--- src/rtl/req_sched_64.sv ---
// Request scheduler: captures rising edges on 64 request lines, masks them,
// and hands out one 6-bit grant at a time through a valid/ready handshake.
module req_sched_64 #(
  parameter bit RR = 1'b0,
  parameter int N  = 64
) (
  input  logic         clk,
  input  logic         reset,
  input  logic [N-1:0] req,
  input  logic         mask_we,
  input  logic [N-1:0] mask_data,
  input  logic         gnt_ready,
  input  logic         done,
  output logic         gnt_valid,
  output logic [5:0]   gnt_id,
  output logic         busy,
  output logic         any_pending
);

  typedef enum logic [1:0] {IDLE, ARB, OFFER, BUSY} state_t;

  state_t       state;
  logic [N-1:0] pending;
  logic [N-1:0] mask;
  logic [N-1:0] req_d;
  logic [5:0]   rr_ptr;

  logic [N-1:0] elig;
  logic [N-1:0] clr;
  logic [N-1:0] pending_n;
  logic [N-1:0] mask_n;
  logic         accept;
  logic [5:0]   winner;
  logic [5:0]   start;
  logic [5:0]   idx;
  logic         found;

  assign elig   = pending & ~mask;
  assign accept = (state == OFFER) && gnt_ready;
  assign mask_n = mask_we ? mask_data : mask;

  // A new edge is OR-ed in after the accept clear, so a same-cycle re-request survives.
  always_comb begin
    clr = '0;
    if (accept) clr[gnt_id] = 1'b1;
    pending_n = (pending & ~clr) | (req & ~req_d);
  end

  // Scan from the start point upward with 6-bit wraparound; first eligible line wins.
  always_comb begin
    winner = '0;
    found  = 1'b0;
    idx    = '0;
    start  = RR ? rr_ptr : 6'd0;
    for (int i = 0; i < N; i++) begin
      idx = start + 6'(i);
      if (!found && elig[idx]) begin
        winner = idx;
        found  = 1'b1;
      end
    end
  end

  always_ff @(posedge clk) begin
    if (reset) begin
      state       <= IDLE;
      pending     <= '0;
      mask        <= '0;
      req_d       <= '0;
      rr_ptr      <= '0;
      gnt_valid   <= 1'b0;
      gnt_id      <= '0;
      busy        <= 1'b0;
      any_pending <= 1'b0;
    end else begin
      pending     <= pending_n;
      mask        <= mask_n;
      req_d       <= req;
      any_pending <= |(pending_n & ~mask_n);
      case (state)
        IDLE: begin
          if (elig != '0) state <= ARB;
        end
        ARB: begin
          if (found) begin
            gnt_id    <= winner;
            gnt_valid <= 1'b1;
            state     <= OFFER;
          end else begin
            gnt_valid <= 1'b0;
            state     <= IDLE;
          end
        end
        OFFER: begin
          if (gnt_ready) begin
            gnt_valid <= 1'b0;
            busy      <= 1'b1;
            state     <= BUSY;
          end
        end
        BUSY: begin
          if (done) begin
            busy   <= 1'b0;
            rr_ptr <= gnt_id + 6'd1;
            state  <= IDLE;
          end
        end
        default: state <= IDLE;
      endcase
    end
  end

endmodule

--- config.mk ---
export PLATFORM = sky130hd
export DESIGN_NAME = req_sched_64
export DESIGN_NICKNAME = d
export VERILOG_FILES = /design/src/rtl/req_sched_64.sv
export SDC_FILE = /design/constraint.sdc
export NUM_CORES = 1
export LEC_CHECK = 0
export ABC_AREA = 1
export CAP_MARGIN = 0
export CORE_MARGIN = 2
export CORE_UTILIZATION = 42
export CTS_CLUSTER_DIAMETER = 30
export CTS_CLUSTER_SIZE = 14
export DETAILED_ROUTE_END_ITERATION = 7
export GPL_TIMING_DRIVEN = 0
export PLACE_DENSITY = 0.67
export SLEW_MARGIN = 10
export SYNTH_ARGS = -nofsm -noshare
export SYNTH_HDL_FRONTEND = slang
export SYNTH_SLANG_ARGS = --single-unit
--- constraint.sdc ---
create_clock -name clk -period 2.3 [get_ports clk]
set_input_delay 0.46 -clock clk [delete_from_list [all_inputs] [get_ports clk]]
set_output_delay 0.46 -clock clk [all_outputs]
set_load 0.005 [all_outputs]
== Word-level counts from Yosys, hierarchy flattened ==
Cells that the tools add are included.

* Word-level logic and storage cells: 304
* Register bits after elaboration: 203
* Bits of input ports: 133

* Eq/ne operators: 6
* Bitwise gates (word level): 9
* Reduce and logical (&&, ||, !) cells: 137
* Mux-type cells: 142
* Order comparisons: 2

{| class="wikitable"
|+ Operators by type and width
! operator !! count
|-
| $mux W6 || 62
|-
| $and A64 B64 Y64 || 4
|-
| $not A64 Y64 || 4
|-
| $mux W64 || 2
|-
| $mux W1 || 70
|-
| $logic_and A1 B1 Y1 || 65
|-
| $or A64 B64 Y64 || 1
|-
| $reduce_bool A64 Y1 || 1
|-
| $reduce_or A64 Y1 || 1
|-
| $logic_not A1 Y1 || 63
|-
| $mux W2 || 4
|-
| $pmux W2 S4 || 1
|-
| $lt A6 B7 Y1 const B || 1
|-
| $demux W1 S6 || 1
|-
| $ge A6 B1 Y1 const B || 1
|-
| $ne A2 B2 Y1 const B || 3
|-
| $reduce_and A3 Y1 || 2
|-
| $eq A2 B2 Y1 const B || 2
|-
| $pmux W1 S2 || 2
|-
| $reduce_and A2 Y1 || 2
|-
| $reduce_bool A2 Y1 || 2
|-
| $eq A2 B1 Y1 const B || 1
|-
| $logic_not A2 Y1 || 1
|}

== Longest topological paths before layout ==
Gate-level depths: netlist (run 1).

* Depth in word-level cells: 194
* Mapped depth: 22
* Depth with buffers taken out: 22

== Worst setup path before layout (run 1) ==
No wires, ideal clock.

* Path kind: reg-to-reg
* Start: register mask[13]
* End: register gnt_id[0]
* Data arrival time: 2.255 ns
* Path slack: -0.087 ns
* Clock period less this slack: 2.387 ns
* Cell stages (with the launch flop): 19
* Path buffers: 0
* Library setup time: 0.132 ns
* Data required time: 2.168 ns
* Path through: dfxtp_1 inv_1 nand2_1 nand4_1 or2_1 nor2_8 nand3_4 nor2_4 nand4_4 nor2_4 nand4_4 nor2_4 nand4_4 nor2_4 nand3_2 o21ai_1 inv_1 nand2_1 a21oi_1

* Cells in the longest elaborated chain, start to end: 155
* Elaborated cells between the ends (all ways): 206
* Classes of those cells: mux (102); bitwise (2); reduce/logical (102)

{| class="wikitable"
|+ Ends and longest elaborated chain
! element !! line !! RTL
|-
| from (decl) || 24 || <nowiki>logic [N-1:0] mask;</nowiki>
|-
| from (signal assigned) || 77 || <nowiki>mask <= mask_n;</nowiki>
|-
| $not A64 Y64 * || 38 || <nowiki>assign elig = pending & ~mask;</nowiki>
|-
| $and A64 B64 Y64 * || 38 ||
|-
| $logic_and A1 B1 Y1 * || 57 || <nowiki>if (!found && elig[idx]) begin</nowiki>
|-
| $mux W1 || 57 ||
|-
| $logic_not A1 Y1 || 57 ||
|-
| $logic_and A1 B1 Y1 || 57 ||
|-
| $mux W1 || 57 ||
|-
| $logic_not A1 Y1 || 57 ||
|-
| [... 139 more ...] || - ||
|-
| $mux W1 || 57 ||
|-
| $logic_not A1 Y1 || 57 ||
|-
| $logic_and A1 B1 Y1 || 57 ||
|-
| $mux W1 || 57 ||
|-
| $logic_not A1 Y1 || 57 ||
|-
| $logic_and A1 B1 Y1 || 57 ||
|-
| $mux W1 || 57 ||
|-
| $reduce_and A2 Y1 (no source line) || - ||
|-
| to (signal assigned) || 86 || <nowiki>gnt_id <= winner;</nowiki>
|-
| to (decl) || 15 || <nowiki>output logic [5:0] gnt_id,</nowiki>
|}

Mark *: on every way between the ends. The rest lies on a longest branch, timed or not.
A chain may end at the register's enable or synchronous reset.

== Worst setup path in the final report (run 1) ==
* Start: register pending[1]
* End: register gnt_id[0]

* Cells in the longest elaborated chain, start to end: 190
* Elaborated cells between the ends (all ways): 253
* Classes of those cells: mux (126); bitwise (1); reduce/logical (126)

{| class="wikitable"
|+ Ends and longest elaborated chain
! element !! line !! RTL
|-
| from (decl) || 23 || <nowiki>logic [N-1:0] pending;</nowiki>
|-
| from (signal assigned) || 76 || <nowiki>pending <= pending_n;</nowiki>
|-
| $and A64 B64 Y64 * || 38 ||
|-
| $logic_and A1 B1 Y1 * || 57 ||
|-
| $mux W1 || 57 ||
|-
| $logic_not A1 Y1 || 57 ||
|-
| $logic_and A1 B1 Y1 || 57 ||
|-
| $mux W1 || 57 ||
|-
| $logic_not A1 Y1 || 57 ||
|-
| $logic_and A1 B1 Y1 || 57 ||
|-
| [... 174 more ...] || - ||
|-
| $mux W1 || 57 ||
|-
| $logic_not A1 Y1 || 57 ||
|-
| $logic_and A1 B1 Y1 || 57 ||
|-
| $mux W1 || 57 ||
|-
| $logic_not A1 Y1 || 57 ||
|-
| $logic_and A1 B1 Y1 || 57 ||
|-
| $mux W1 || 57 ||
|-
| $reduce_and A2 Y1 (no source line) || - ||
|}

Marks and branches as above.

==> results.sh, run 1 <==
export IMPL_fin_nets=1718
export IMPL_hold_viol_final=0
export IMPL_avgViaCountPerCell=5.11
export IMPL_clkSinkCount=203
export IMPL_setup_ws_ns=-0.334
export IMPL_violations="negative setup slack"
export IMPL_rsz0062_at_grt="yes"
export IMPL_drtIter0Drc=838
export IMPL_die_w_um=153
export IMPL_io_buffers=139
export IMPL_postCtsHoldBufs=0
export IMPL_cp_arrival_ns=3.02
export IMPL_worstPathRequired_ns=2.68
export IMPL_cts_root_buffer="clkbuf_16"
export IMPL_areaGrowthSynthToFinish_pct=43.6
export IMPL_antenna_found_initial=0
export IMPL_gr_total_overflow=0
export IMPL_drive_gt1_share_pct=14.3
export IMPL_ir_drop_mv=0.448
export IMPL_clk_latency_ns=0.53
export IMPL_cts_buffers_inserted=43
export IMPL_drv_cap=0
export IMPL_grt_max_degree=12
export IMPL_outcome="finished with violations"
export IMPL_antenna_left=0
export IMPL_wl_um=32600
export IMPL_tritoncts="yes"
export IMPL_maxSlewHeadroom_pct=25.8
export IMPL_yosys_warnings=0
export IMPL_endpoint_kind="register"
export IMPL_p_leak_nw=6.37
export IMPL_synth_cell_types=42
export IMPL_hold_class="in2reg"
export IMPL_synth_main_ff_cell="dfxtp_1"
export IMPL_clock_skew_ns=0.0184
export IMPL_ioPinCount=142
export IMPL_synth_fp_nets=1495
export IMPL_start_util_pct=42.9
export IMPL_track_usage_pct=27.1
export IMPL_fmax_ghz=0.380
export IMPL_tightestPinTransition_ns=1.11
export IMPL_die_area_um2=23500
export IMPL_layout_min_cycle_time_ns=2.63
export IMPL_dr_pass1_iters=5
export IMPL_die_h_um=153
export IMPL_syn_instance_count=1362
export IMPL_startpoint_type="register"
export IMPL_report_final_slew_viol_count=0
export IMPL_synth_area_um2=9360
export IMPL_vias=9703
export IMPL_rows=54
export IMPL_final_area_um2=13400
export IMPL_layout_commonest_cell="nor2_1"
export IMPL_synth_avg_cell_area_um2=6.87
export IMPL_cts_path_max_buffers=3
export IMPL_drcViolationCount=0
export IMPL_final_core_util_pct=61.6
export IMPL_powerDensity_nw_per_um2=927
export IMPL_worstPathMaxFanout=4
export IMPL_diodes=0
export IMPL_ys_async_sr_fraction_pct=0
export IMPL_most_common_layout_cells="nor2_1, inv_1, dfxtp_1, nand2_1, clkdlybuf4s50_1"
export IMPL_finalSetupViolations=7
export IMPL_synth_seq_cells=203
export IMPL_place_gp_congestion=0.956
export IMPL_placed_area_um2=11200
export IMPL_hpwl_um=23600
export IMPL_avgRoutedWirePerCell_um=17.2
export IMPL_grt_pass1_wl_um=49700
export IMPL_core_area_um2=21800
export IMPL_cts_max_level=2
export IMPL_fin_crit_sh_pct=115
export IMPL_synth_edf_count=0
export IMPL_path_clk_slew_ns=0.05
export IMPL_grt_pass1_vias=9187
export IMPL_yosysSeqAreaShare_pct=43.4
export IMPL_crit_type="reg2reg"
sequential cells by signal, summed over array words and instances, names as in the netlist, named ones only:
register / cells
state: 1
busy: 1
gnt_valid: 1
any_pending: 1
req_d: 64
mask: 64
gnt_id: 6
pending: 64
layer usage:
metal	up-vias	global-route usage, %	part of all wire, %
met3	79	5.64	8.6
li1	4723	-	-
met4	0	9.83	3.3
met1	4467	35.3	42
met5	-	0	0
met2	434	44.2	46
per-stage QoR:
stage	instances	setup WS [ns]	hold WS [ns]	total power [W]	TNS [ns]
6_report	1899	-0.334	0.387	0.0125	-1.95
3_5_place_dp	1784	-1.56	0.483	0.00539	-24.44
5_1_grt	1899	-0.474	0.447	0.0128	-3.04
4_1_cts	1888	-0.377	0.361	0.0124	-2.24
2_1_floorplan	1362	-0.0729	0.460	0.00476	-0.182
3_3_place_gp	1781	-1.98	0.481	0.00536	-44.80
layout make-up:
| cell class | instances | area, µm² |
|---|---|---|
| Fill cell | 1943 | 8380 |
| Multi-Input combinational cell | 842 | 4490 |
| Sequential cell | 203 | 4080 |
| Timing Repair Buffer | 178 | 1700 |
| Clock buffer | 48 | 1140 |
| Inverter | 284 | 1070 |
| Clock inverter | 31 | 492 |
| Tap cell | 280 | 350 |
| Buffer | 33 | 125 |
timing repair:
action / in CTS / in global routing
setup endpoints to repair: 31 / 10
pin swaps: 26 / 39
hold endpoints to repair: 0 / 0
resized for setup: 57 / 63
setup buffers: 25 / 11
path summary, 6_finish.rpt:
kind | from | endpoint | slack [ns] | cells past startpoint
max | pending[1] | gnt_id[0] | -0.33 | 20
min | reset | mask[38] | 0.39 | 2
max reg2reg | pending[1] | gnt_id[0] | -0.33 | 20
min reg2reg | busy | busy | 0.50 | 2
worst max-delay path: stages, from the launching register on:
cell,delay [ns]
dfxtp_1,0.34
nand2_4,0.09
nand2_2,0.06
nor2_4,0.15
nand3_4,0.10
clkinv_4,0.06
nand2_4,0.06
nor2_8,0.13
nand3_4,0.10
nor2_4,0.13
nand4_4,0.11
nor2_4,0.14
nand4_4,0.11
nor2_4,0.17
nand4_4,0.15
nor2_4,0.15
nand3_2,0.11
o21ai_1,0.14
inv_1,0.07
nand2_1,0.06
a21oi_1,0.05
cells by family after synthesis:
group,count (synthesis),share of synthesized area (%)
AOI/OAI and AO/OA,183,11.4
muxes,29,3.10
and+or+nand+nor,630,29.4
DFF,203,43.4
buffers and inverters,317,12.7
synthesized netlist by cell type (2+ instances only):
master     count  area, µm²
o21ai_0       78        390
nor3_1        28        140
nor2_4         5       56.3
o211ai_1       2       15.0
a21oi_1       45        225
dfxtp_1      203       4060
nand2_2        4       25.0
o2111ai_1      3       26.3
nand4_4        3       63.8
nand3_2        2       20.0
mux2i_1       29        290
inv_1        280       1050
a211oi_1       5       37.5
o21a_1        35        263
inv_2          3       11.3
nand3_1       32        160
clkbuf_1      31        116
nand2_1      203        762
nor2_1       292       1100
a41oi_1        2       17.5
nand4_1       38        238
buf_1          2       7.51
a31oi_1        3       18.8
nor4_1        13       81.3
o21ai_1        3       15.0
or2_2          2       12.5
where the power goes:
group	internal [W]	leakage (nW)	switching [W]
sequential	0.00377	1.69	0.000147
clock	0.00482	0.782	0.00212
combinational	0.000633	3.89	0.000974
total	0.00922	6.37	0.00324
Power figures use the tool's default switching activity.
==> inputs of run 2 (changes only) <==
--- a/config.mk
+++ b/config.mk
@@ -13,7 +13,6 @@
 export CTS_CLUSTER_SIZE = 14
 export DETAILED_ROUTE_END_ITERATION = 7
 export GPL_TIMING_DRIVEN = 0
-export PLACE_DENSITY = 0.67
 export SLEW_MARGIN = 10
 export SYNTH_ARGS = -nofsm -noshare
 export SYNTH_HDL_FRONTEND = slang
==> constraint.sdc (replaced) <==
create_clock -name clk -period 3.4 [get_ports clk]
set_input_delay 0.68 -clock clk [delete_from_list [all_inputs] [get_ports clk]]
set_output_delay 0.68 -clock clk [all_outputs]
set_load 0.005 [all_outputs]
==> run 2 against run 1 <==
- the run now ends clean
- clock power is 33% lower
- clock skew is 0.0075 ns lower
- combinational power is 38% lower
- first-iteration DRC count is 5.4% lower
- power is 34% lower
- worst hold slack better by 0.11 ns
- critical endpoint is now any_pending
==> results.sh, run 2 (synthesis results as in run 1) <==
export IMPL_layout_min_cycle_time_ns=3.29
export IMPL_areaGrowthSynthToFinish_pct=37.2
export IMPL_vias=9363
export IMPL_antenna_left=0
export IMPL_p_total_w=0.00827
export IMPL_reg_top3="mask (64), pending (64), req_d (64)"
export IMPL_most_common_layout_cells="nor2_1, inv_1, dfxtp_1, nand2_1, clkdlybuf4s50_1"
export IMPL_grt_pass1_wl_um=48200
export IMPL_crit_family="simple AND/OR/NAND/NOR gates"
export IMPL_core_area_um2=21800
export IMPL_cp_arrival_ns=3.65
export IMPL_drive_gt1_share_pct=7.30
export IMPL_avgRoutedWirePerCell_um=17.1
export IMPL_hpwl_um=23900
export IMPL_crit_type="in2reg"
export IMPL_finalSetupViolations=0
export IMPL_clock_skew_ns=0.0108
export IMPL_cts_max_level=2
export IMPL_maxSlewHeadroom_pct=21.6
export IMPL_start_util_pct=42.9
export IMPL_wl_um=32000
export IMPL_slowest_stage="clkdlybuf4s50_1"
export IMPL_die_w_um=153
export IMPL_dr_pass1_iters=5
export IMPL_avgViaCountPerCell=5.01
export IMPL_gr_total_overflow=0
export IMPL_min_from="busy"
export IMPL_timing_rr_end="any_pending"
export IMPL_hold_viol_final=0
export IMPL_tritoncts="yes"
export IMPL_ioPinCount=142
export IMPL_track_usage_pct=26.8
export IMPL_path_cells="clkdlybuf4s50_1, inv_1, nor3_1, inv_1, nor2_2, nand2_2, o21ai_0, o21ai_0, nand2_1, nand4_1, nor4_1, a41oi_1"
export IMPL_clkSinkCount=203
export IMPL_cts_setup_buffers=0
export IMPL_die_h_um=153
export IMPL_final_area_um2=12800
export IMPL_hold_depth=2
export IMPL_min_to="busy"
export IMPL_grt_max_degree=12
export IMPL_startpoint_type="primary input"
export IMPL_cts_path_max_buffers=3
export IMPL_path_clk_slew_ns=0.04
export IMPL_drcViolationCount=0
export IMPL_ir_drop_mv=0.504
export IMPL_grt_pass1_vias=8684
export IMPL_placed_area_um2=11200
export IMPL_final_core_util_pct=58.8
export IMPL_drv_cap=0
export IMPL_rsz0062_at_grt="no"
export IMPL_clk_latency_ns=0.52
export IMPL_fin_nets=1685
export IMPL_cts_buffers_inserted=46
export IMPL_layout_commonest_cell="nor2_1"
export IMPL_report_final_slew_viol_count=0
export IMPL_io_buffers=139
export IMPL_fmax_ghz=0.304
export IMPL_p_leak_nw=6.10
export IMPL_antenna_found_initial=1
export IMPL_crit_buf_inv=3
export IMPL_endpoint_kind="register"
export IMPL_worstPathMaxFanout=8
export IMPL_slowest_delay_ns=0.46
export IMPL_tightestPinTransition_ns=1.18
export IMPL_outcome="complete, no violations"
export IMPL_fin_crit_sh_pct=96.7
export IMPL_worstPathRequired_ns=3.76
export IMPL_powerDensity_nw_per_um2=644
export IMPL_hold_class="reg2reg"
export IMPL_rows=54
export IMPL_die_area_um2=23500
export IMPL_drtIter0Drc=793
export IMPL_place_gp_congestion=0.969
export IMPL_cts_root_buffer="clkbuf_16"
export IMPL_r2r_slack_ns=0.30
export IMPL_reg2reg_depth=11
-- run 2: layout make-up --
cell class / instances / area (µm²)
inverter: 284 / 1070
clock inverter: 20 / 279
sequential: 203 / 4060
timing repair buffer: 142 / 1430
fill: 2098 / 8980
antenna: 2 / 5.00
clock buffer: 64 / 1380
buffer: 33 / 124
tap: 280 / 350
multi-input combinational: 842 / 4150
-- run 2: timing repair --
item	in CTS	in global routing
gates resized for setup	1	5
setup endpoints to repair	1	1
hold buffers	0	0
-- run 2: power by group --
group / leakage (nW) / total (W) / internal, W / switching, W
combinational: 3.61 / 0.00100 / 0.000389 / 0.000614
sequential: 1.69 / 0.00263 / 0.00255 / 0.0000837
clock: 0.807 / 0.00464 / 0.00327 / 0.00137
-- run 2: per-layer routing --
| layer | track usage (%) | share of wire [%] |
|---|---|---|
| met1 | 37.3 | 44 |
| met4 | 10.8 | 4.1 |
| met5 | 0 | 0 |
| met3 | 5.25 | 9.4 |
| met2 | 40.9 | 43 |
-- run 2: stage by stage --
step	instances	hold slack (ns)	setup WS [ns]	setup TNS [ns]
5_1_grt	1868	0.524	0.00353	0
4_1_cts	1868	0.490	0.00877	0
3_3_place_gp	1781	0.475	-1.12	-6.76
6_report	1870	0.500	0.111	0
3_5_place_dp	1784	0.484	-0.581	-0.581
2_1_floorplan	1362	0.460	1.01	0
-- run 2: how the worst max path moves through the flow --
stage | from | to | slack, ns | cells after the start
floorplan | mask[13] | gnt_id[0] | 1.01 | 18
global placement | gnt_ready | any_pending | -1.12 | 13
detailed placement | gnt_ready | any_pending | -0.58 | 12
CTS | gnt_ready | any_pending | 0.009 | 12
global route | gnt_ready | any_pending | 0.004 | 13
finish | gnt_ready | any_pending | 0.11 | 12
-- run 2: worst reg2reg max path, stage by stage (launching register included) --
cell and delay, ns:
dfxtp_1 0.39, inv_1 0.09, nor3_1 0.26, inv_1 0.22, nor2_2 0.28, nand2_2 0.33
o21ai_0 0.25, o21ai_0 0.14, nand2_1 0.19, nand4_1 0.19, nor4_1 0.43, a41oi_1 0.17
==> inputs of run 3 (changes only) <==
--- a/config.mk
+++ b/config.mk
@@ -9,6 +9,7 @@
 export CAP_MARGIN = 0
 export CORE_MARGIN = 2
 export CORE_UTILIZATION = 42
+export CTS_BUF_LIST = sky130_fd_sc_hd__clkbuf_4
 export CTS_CLUSTER_DIAMETER = 30
 export CTS_CLUSTER_SIZE = 14
 export DETAILED_ROUTE_END_ITERATION = 7
==> run 3 against run 2 <==
- maximum frequency up 0.55%
- final cell count unchanged
- clock power down 50%
- die area unchanged
- non-clock buffer count unchanged
- register-to-register slack worse by 0.14 ns
- flip-flop and latch count unchanged
- critical path depth unchanged
- clock skew up 0.025 ns
- via count down 0.74%
- worst hold slack worse by 0.0021 ns
- clock-buffer cell count down 10
- critical path type unchanged
- largest cell class unchanged
==> results.sh, run 3 (synthesis results as in run 1) <==
export IMPL_die_h_um=153
export IMPL_switchingPower_w=0.00178
export IMPL_multi_input_area_um2=4150
export IMPL_cts_root_buffer="clkbuf_4"
export IMPL_tritoncts="yes"
export IMPL_outcome="complete, no violations"
export IMPL_report_final_slew_viol_count=0
export IMPL_antenna_left=0
export IMPL_tns_ns=0
export IMPL_final_area_um2=11900
export IMPL_clkSinkCount=203
export IMPL_powerDensity_nw_per_um2=501
export IMPL_drive_gt1_share_pct=6.99
export IMPL_start_util_pct=42.9
export IMPL_p_sw_share_pct=29.9
export IMPL_rows=54
export IMPL_tightestPinTransition_ns=1.13
export IMPL_finalSetupViolations=0
export IMPL_path_cells="clkdlybuf4s50_1, inv_1, nor3_1, inv_1, nor2_2, nand2_2, o21ai_0, o21ai_0, nand2_1, nand4_1, nor4_1, a41oi_1"
export IMPL_finalNonFillerCells=1870
export IMPL_crit_type="in2reg"
export IMPL_startpoint_type="primary input"
export IMPL_fin_nets=1685
export IMPL_hold_depth=2
export IMPL_intPower_w=0.00418
export IMPL_gr_total_overflow=0
export IMPL_vias=9294
export IMPL_drv_cap=0
export IMPL_cts_path_max_buffers=3
export IMPL_placed_area_um2=11200
export IMPL_track_usage_pct=26.6
export IMPL_place_gp_congestion=0.969
export IMPL_p_leak_nw=5.68
export IMPL_hpwl_um=23900
export IMPL_hold_viol_final=0
export IMPL_worstPathRequired_ns=3.89
export IMPL_die_w_um=153
export IMPL_clock_skew_ns=0.0363
export IMPL_wl_um=31700
export IMPL_most_common_layout_cells="nor2_1, inv_1, dfxtp_1, nand2_1, clkdlybuf4s50_1"
export IMPL_clk_latency_ns=0.67
export IMPL_dp_cells=1784
export IMPL_layout_commonest_cell="nor2_1"
export IMPL_fillers=2240
export IMPL_grt_pass1_wl_um=47600
export IMPL_avgRoutedWirePerCell_um=17.0
export IMPL_register_area_um2=4060
export IMPL_ir_drop_mv=0.403
export IMPL_reg_top3="mask (64), pending (64), req_d (64)"
export IMPL_hold_class="in2reg"
export IMPL_io_buffers=139
export IMPL_grt_max_degree=12
export IMPL_rsz0062_at_grt="no"
export IMPL_core_area_um2=21800
export IMPL_cp_arrival_ns=3.76
export IMPL_maxSlewHeadroom_pct=24.5
export IMPL_cts_max_level=2
export IMPL_fmax_ghz=0.306
export IMPL_die_area_um2=23500
export IMPL_drtIter0Drc=732
export IMPL_grt_pass1_vias=8522
export IMPL_areaGrowthSynthToFinish_pct=27.1
export IMPL_antenna_found_initial=2
export IMPL_fin_crit_sh_pct=96.2
export IMPL_comb_power_share_pct=16.8
export IMPL_slowest_stage="clkdlybuf4s50_1"
export IMPL_path_clk_slew_ns=0.08
export IMPL_worstPathMaxFanout=8
export IMPL_layout_min_cycle_time_ns=3.27
export IMPL_ioPinCount=142
export IMPL_avgViaCountPerCell=4.97
export IMPL_cts_setup_buffers=0
export IMPL_endpoint_kind="register"
export IMPL_reg2reg_depth=11
export IMPL_postCtsHoldBufs=0
export IMPL_cts_buffers_inserted=46
export IMPL_drcViolationCount=0
export IMPL_seqPwrFrac_pct=43.9
export IMPL_slowest_delay_ns=0.46
export IMPL_pwr_share_clk_pct=39.3
export IMPL_dr_pass1_iters=5
-- run 3: final timing paths --
kind | from | end | slack (ns)
setup / recovery | gnt_ready | any_pending | 0.13
hold / removal | reset | mask[38] | 0.50
setup reg to reg | register | any_pending | 0.16
hold reg to reg | req_d[36] | pending[36] | 0.50
-- run 3: area by class of cell --
cell class / count / share of cell area [%]
multi-input cells: 842 / 34.8
inverters: 284 / 8.97
well taps: 280 / 2.94
plain buffers: 33 / 1.04
flip-flops and latches: 203 / 34.1
repair buffers: 142 / 12.0
diodes: 2 / 0.0420
clock inverters: 30 / 2.66
clock buffers: 54 / 3.41
-- run 3: stage by stage --
stage | power, W | setup slack, ns | hold slack [ns] | util, %
5_1_grt | 0.00623 | 0.0444 | 0.464 | 54.5
4_1_cts | 0.00598 | 0.0364 | 0.442 | 54.4
6_report | 0.00596 | 0.129 | 0.498 | 54.5
3_5_place_dp | 0.00365 | -0.581 | 0.484 | 51.1
2_1_floorplan | 0.00321 | 1.01 | 0.460 | -
3_3_place_gp | 0.00364 | -1.12 | 0.475 | 50.9
-- run 3: critical path: cells and delay by family --
family          cells  cell delay, ns
compound gates      3            0.57
buf+inv             3            0.77
simple gates        6            1.74
-- run 3: power groups by stage --
stage	Combinational, W	Sequential (W)	Clock, W
finish	0.00100	0.00262	0.00234
global route	0.00110	0.00263	0.00249
global placement	0.000975	0.00266	0
CTS	0.000992	0.00261	0.00237
floorplan	0.000569	0.00265	0
detailed placement	0.000984	0.00267	0
-- run 3: repair_timing --
item	CTS	global route
hold endpoints to repair	0	0
setup endpoints to repair	0	1
gates resized for setup	0	6
-- run 3: routing by layer --
layer,GRT usage [%],wire length (µm)
met1,37.2,14300
met2,40.6,13600
met3,5.16,2740
met4,9.88,1110
met5,0,0
